File: src/rtl/bcd_to_bin_conv_if.sv
// bcd_to_bin_conv_if: valid/ready handshake bundle for the BCD-to-binary converter.
//   Input side : in_valid, in_ready, bcd_in (packed BCD, MSD in the top nibble)
//   Output side: out_valid, out_ready, bin_out, err
//   master = producer/consumer around the converter, slave = the converter itself.
interface bcd_to_bin_conv_if #(
    parameter int DIGITS = 4,
    parameter int BIN_W  = 14
);
    logic                  in_valid;
    logic                  in_ready;
    logic [4*DIGITS-1:0]   bcd_in;
    logic                  out_valid;
    logic                  out_ready;
    logic [BIN_W-1:0]      bin_out;
    logic                  err;

    modport master (
        output in_valid, bcd_in, out_ready,
        input  in_ready, out_valid, bin_out, err
    );

    modport slave (
        input  in_valid, bcd_in, out_ready,
        output in_ready, out_valid, bin_out, err
    );
endinterface

File: src/rtl/bcd_to_bin_conv.sv
// bcd_to_bin_conv: iterative packed-BCD to unsigned binary converter, one digit per clock, MSD first.
//   clk     : rising-edge clock
//   reset_n : asynchronous active-low reset
//   bus     : bcd_to_bin_conv_if.slave (in_valid/in_ready/bcd_in, out_valid/out_ready/bin_out/err)
//   Optional macro BCD2BIN_ZERO_SKIP_EN: start conversion at the highest non-zero digit.
module bcd_to_bin_conv #(
    parameter int DIGITS = 4,
    parameter int BIN_W  = 14
) (
    input logic              clk,
    input logic              reset_n,
    bcd_to_bin_conv_if.slave bus
);
    localparam int IW = DIGITS > 1 ? $clog2(DIGITS) : 1;

    typedef enum logic [1:0] {IDLE, CONV, DONE} state_t;

    state_t              state;
    logic [4*DIGITS-1:0] sh;
    logic [BIN_W-1:0]    acc;
    logic [BIN_W-1:0]    acc_next;
    logic [IW-1:0]       idx;
    logic [IW-1:0]       start;
    logic [IW+1:0]       base;
    logic [3:0]          d;

    assign base         = {idx, 2'b00};
    assign d            = sh[base +: 4];
    // acc*10 + d as shift-add; wraps mod 2^BIN_W for out-of-range digits
    assign acc_next     = (acc << 3) + (acc << 1) + BIN_W'(d);
    assign bus.in_ready = state == IDLE;

`ifdef BCD2BIN_ZERO_SKIP_EN
    // Ascending scan so the highest non-zero digit wins; all-zero word starts at digit 0
    always_comb begin
        start = '0;
        for (int k = 0; k < DIGITS; k++)
            if (bus.bcd_in[4*k +: 4] != 4'd0) start = IW'(k);
    end
`else
    assign start = IW'(DIGITS - 1);
`endif

    always_ff @(posedge clk or negedge reset_n) begin
        if (!reset_n) begin
            state         <= IDLE;
            sh            <= '0;
            acc           <= '0;
            idx           <= '0;
            bus.bin_out   <= '0;
            bus.err       <= 1'b0;
            bus.out_valid <= 1'b0;
        end else begin
            case (state)
                IDLE: if (bus.in_valid) begin
                    sh      <= bus.bcd_in;
                    acc     <= '0;
                    bus.err <= 1'b0;
                    idx     <= start;
                    state   <= CONV;
                end
                CONV: begin
                    acc     <= acc_next;
                    bus.err <= bus.err | (d > 4'd9);
                    idx     <= idx - 1'b1;
                    if (idx == '0) begin
                        bus.bin_out   <= acc_next;
                        bus.out_valid <= 1'b1;
                        state         <= DONE;
                    end
                end
                DONE: if (bus.out_ready) begin
                    bus.out_valid <= 1'b0;
                    state         <= IDLE;
                end
                default: state <= IDLE;
            endcase
        end
    end
endmodule

File: src/flat_wrapper.sv
// flat-port wrapper written by rule: the top's interface ports become plain ports
module bcd_to_bin_conv_flat 
#(
    parameter int DIGITS = 4,
    parameter int BIN_W  = 14
)
  (clk, reset_n, bus_in_valid, bus_bcd_in, bus_out_ready, bus_in_ready, bus_out_valid, bus_bin_out, bus_err);
  bcd_to_bin_conv_if #(.DIGITS(DIGITS), .BIN_W(BIN_W)) bus_i ();
  input logic clk;
  input logic reset_n;
  input wire logic [$bits(bus_i.in_valid)-1:0] bus_in_valid;
  input wire logic [$bits(bus_i.bcd_in)-1:0] bus_bcd_in;
  input wire logic [$bits(bus_i.out_ready)-1:0] bus_out_ready;
  output wire logic [$bits(bus_i.in_ready)-1:0] bus_in_ready;
  output wire logic [$bits(bus_i.out_valid)-1:0] bus_out_valid;
  output wire logic [$bits(bus_i.bin_out)-1:0] bus_bin_out;
  output wire logic [$bits(bus_i.err)-1:0] bus_err;
  assign bus_i.in_valid = bus_in_valid;
  assign bus_i.bcd_in = bus_bcd_in;
  assign bus_i.out_ready = bus_out_ready;
  assign bus_in_ready = bus_i.in_ready;
  assign bus_out_valid = bus_i.out_valid;
  assign bus_bin_out = bus_i.bin_out;
  assign bus_err = bus_i.err;
  bcd_to_bin_conv #(.DIGITS(DIGITS), .BIN_W(BIN_W)) u_core (.clk(clk), .reset_n(reset_n), .bus(bus_i));
endmodule
File: config.mk
export PLATFORM = sky130hd
export DESIGN_NAME = bcd_to_bin_conv_flat
export DESIGN_NICKNAME = d
export VERILOG_FILES = /design/src/rtl/bcd_to_bin_conv_if.sv /design/src/rtl/bcd_to_bin_conv.sv /design/src/flat_wrapper.sv
export SDC_FILE = /design/constraint.sdc
export NUM_CORES = 1
export LEC_CHECK = 0
export ABC_CLOCK_PERIOD_IN_PS = 4500
export BUFFER_PORTS_ARGS = -buffer_cell sky130_fd_sc_hd__buf_2
export CAP_MARGIN = 20
export CORE_MARGIN = 2
export CORE_UTILIZATION = 50
export DETAILED_ROUTE_END_ITERATION = 12
export GPL_ROUTABILITY_DRIVEN = 1
export PLACE_DENSITY_LB_ADDON = 0.2
export SLEW_MARGIN = 20
export SYNTH_ARGS = -nofsm -noshare
export SYNTH_HDL_FRONTEND = slang
export SYNTH_SLANG_ARGS = --single-unit
File: constraint.sdc
create_clock -name clk -period 4.5 [get_ports clk]
set_clock_uncertainty 0.1 [all_clocks]
set_input_delay 0.225 -clock clk [delete_from_list [all_inputs] [get_ports clk]]
set_output_delay 0.225 -clock clk [all_outputs]
set_load 0.02 [all_outputs]
==> results.yml <==
detailed_routing:
  drc_errors: 0
  ant_nets: 0
  routed_wl_um: 5650
  routed_via_density: 5.39
  drtIter0Drc: 129
  dr.pass1.iters: 5
  avgRoutedWirePerCell_um: 14.2
  num_vias: 2140
cells_and_area:
  mostFrequentLayoutCell: "nand2_1"
  area_growth_pct: 19.2
  multi_input_area_um2: 1370
  nets: 371
  regArea_um2: 1230
  n_fill_cell: 461
  final_cell_mix: "nand2_1, dfrtp_1, buf_2"
  layout-drive-gt1-share_pct: 17.1
  num_antenna_cells: 0
  design_area_um2: 3190
timing:
  setup_violations: 0
  rsz0062_at_grt: "no"
  slew_violations: 0
  clock.fmax_ghz: 0.308
  period_share_pct: 72.1
  min_period_ps: 3240
  hold_viol_final: 0
  worst_pin_slew_ps: 970
  relSlewSlack_pct: 35.2
  setup-tns-final_ps: 0
placement:
  gp_congestion: 0.792
  io_buffers: 36
  dpl.hpwl_um: 3900
  placed_area_um2: 2900
setup_path:
  critPathArrivalTime_ps: 3350
  critPathMaxFanout: 7
  cp.required_ps: 4600
  reg2reg_to: "u_core.bus.bin_out[12]$_DFFE_PN0P_"
  worstReg2RegStart: "u_core.idx[0]$_DFFE_PN0P_"
  startpoint_type: "register"
  rrSetupSlack_ps: 1260
  crit_type: "reg -> reg"
  reg2reg_depth: 9
  cp-end-kind: "register"
min_path:
  min_path_type: "in -> reg"
  holdPathStages: 3
  worstHoldStart: "bus_bcd_in[5]"
  whs_endpoint: "u_core.sh[5]$_DFFE_PN0P_"
die:
  fp.dieW_um: 77.1
  rows: 26
  die_area_um2: 5950
  core-area_um2: 5140
  ios: 37
  dieHeight_um: 77.1
  start_util_pct: 52.0
run:
  cap_violations: 0
global_routing:
  grt_use_total_pct: 21.6
  grt_overflow: 0
  antenna_found_initial: 0
  grt_max_degree: 50
  grt_first_pass_wirelength_um: 10400
  grt_pass1_vias: 2277
logic_synthesis:
  synth_cells: 280
  synth_cell_types: 32
  seq_area_frac_synth_pct: 45.8
  netlist_area_um2: 2680
  synthesis.nets: 325
  synth-seq-cells: 49
  postSynthAreaPerCell_um2: 9.55
  ys_warn_count: 0
pwr:
  internal-power_mw: 1.46
  p_comb_share_pct: 55.4
  leakage_nw: 1.61
  powerDensity_nw_per_um2: 832
  ir_drop_v: 0.000362
  pwr-share-clk_pct: 14.4
  pwr-share-seq_pct: 30.2
  swShare_pct: 44.9
  p_sw_mw: 1.19
cts:
  cts-buffers-inserted: 5
  cts_tree: "built"
  worstSkewPairLatency_ps: 310
  clk_pin_slew_ps: 90
  clock_path_buffers: 2
  cts_sinks: 49
  cts_resized: 0
  cts_max_level: 2
  ctsRootBufferMaster: "clkbuf_8"
outcome:
  outcome: "finished, final reports clean"
[logic make-up after synthesis]
logic type	share of synthesized area, %
and+or+nand+nor	17.8
buffers and inverters	3.09
AOI/OAI and AO/OA	14.1
DFF	45.8
adders and majority gates	12.3
xor gates and xnor gates	2.29
muxes	4.63
[per-stage QoR]
step           utilization [%]  worst slack [ps]  instances  total power [mW]  hold slack (ps)
6_report                  62.0              1260        397              2.65             11.1
5_1_grt                   62.0              1040        397              2.93             10.1
4_1_cts                   61.8              1250        396              2.67             3.04
3_5_place_dp              56.4              1280        374              2.28              317
3_3_place_gp              56.4              1330        374              2.22              313
2_1_floorplan                -              1370        280              1.90             -171
[worst max path at each step]
stage               cells after the start                            endpoint                 startpoint
detailed placement                      9          u_core.acc[12]$_DFFE_PN0P_  u_core.idx[0]$_DFFE_PN0P_
floorplan                              11  u_core.bus.bin_out[13]$_DFFE_PN0P_  u_core.idx[0]$_DFFE_PN0P_
finish                                  9  u_core.bus.bin_out[12]$_DFFE_PN0P_  u_core.idx[0]$_DFFE_PN0P_
global placement                        9  u_core.bus.bin_out[12]$_DFFE_PN0P_  u_core.idx[0]$_DFFE_PN0P_
CTS                                     9  u_core.bus.bin_out[12]$_DFFE_PN0P_  u_core.idx[0]$_DFFE_PN0P_
global route                            9  u_core.bus.bin_out[12]$_DFFE_PN0P_  u_core.idx[0]$_DFFE_PN0P_
[sequential cells by signal, summed over array words and instances, names as in the netlist]
name and flops:
u_core.idx 2, u_core.bus.out_valid 1, u_core.bus.bin_out 14, u_core.bus.err 1, u_core.sh 16, u_core.state 2
u_core.acc 13
[critical path, cell delays in order (launching register included)]
cell       delay [ps]
dfrtp_1           530
mux4_2            560
inv_1              80
fa_1              450
fa_1              480
nor2b_1           170
o2111ai_1         200
a21oi_1           260
nor3_1            100
o31ai_1           220
[power groups by stage]
stage	clock network (mW)	registers [mW]	logic [mW]
finish	0.382	0.799	1.47
global route	0.406	0.833	1.69
CTS	0.390	0.803	1.48
detailed placement	0	0.812	1.47
global placement	0	0.805	1.41
floorplan	0	0.839	1.06
[cell type report]
cell class | instances | area share [%]
clock inverter | 3 | 2.16
timing repair buffer | 51 | 10.4
inverter | 10 | 1.18
multi-input combinational | 209 | 42.9
clock buffer | 5 | 2.16
tap | 70 | 2.75
sequential | 49 | 38.5
[routing by layer]
metal / vias to the layer above / part of all wire [%] / wire length (um) / global-route usage, %
met5: - / 0 / 0 / 0
met4: 0 / 1.0 / 57 / 6.79
met2: 42 / 51 / 2900 / 38.6
met3: 6 / 2.8 / 158 / 4.35
li1: 1063 / - / - / -
met1: 1029 / 45 / 2530 / 26.0
[synth_stat cells, drive strengths merged]
| cell | instances | area [um2] |
|---|---|---|
| o2111ai | 1 | 8.76 |
| a21o | 4 | 30.0 |
| clkbuf | 12 | 45.0 |
| o31ai | 9 | 67.6 |
| a31oi | 2 | 27.5 |
| a211o | 1 | 10.0 |
| a211oi | 1 | 7.51 |
| o211ai | 2 | 20.0 |
| o2bb2ai | 1 | 8.76 |
| inv | 10 | 37.5 |
| mux2 | 3 | 33.8 |
| o21a | 4 | 30.0 |
| mux4 | 4 | 90.1 |
| or4 | 1 | 11.3 |
| xnor2 | 4 | 35.0 |
| fa | 2 | 40.0 |
| dfrtp | 49 | 1230 |
| and2 | 2 | 12.5 |
| nor2b | 2 | 12.5 |
| nand4 | 4 | 25.0 |
| xor2 | 3 | 26.3 |
| a21oi | 12 | 60.1 |
| nor2 | 7 | 26.3 |
| a21boi | 1 | 11.3 |
| o21ai | 19 | 95.1 |
| nand2 | 78 | 293 |
| ha | 23 | 288 |
| nand3 | 14 | 70.1 |
| nor3 | 4 | 20.0 |
| nand2b | 1 | 6.26 |
[what timing repair did]
action,in CTS,in global routing
buffers inserted,0,0
hold endpoints to repair,14,49
hold buffers,14,1
(Power assumes the default switching activity.)
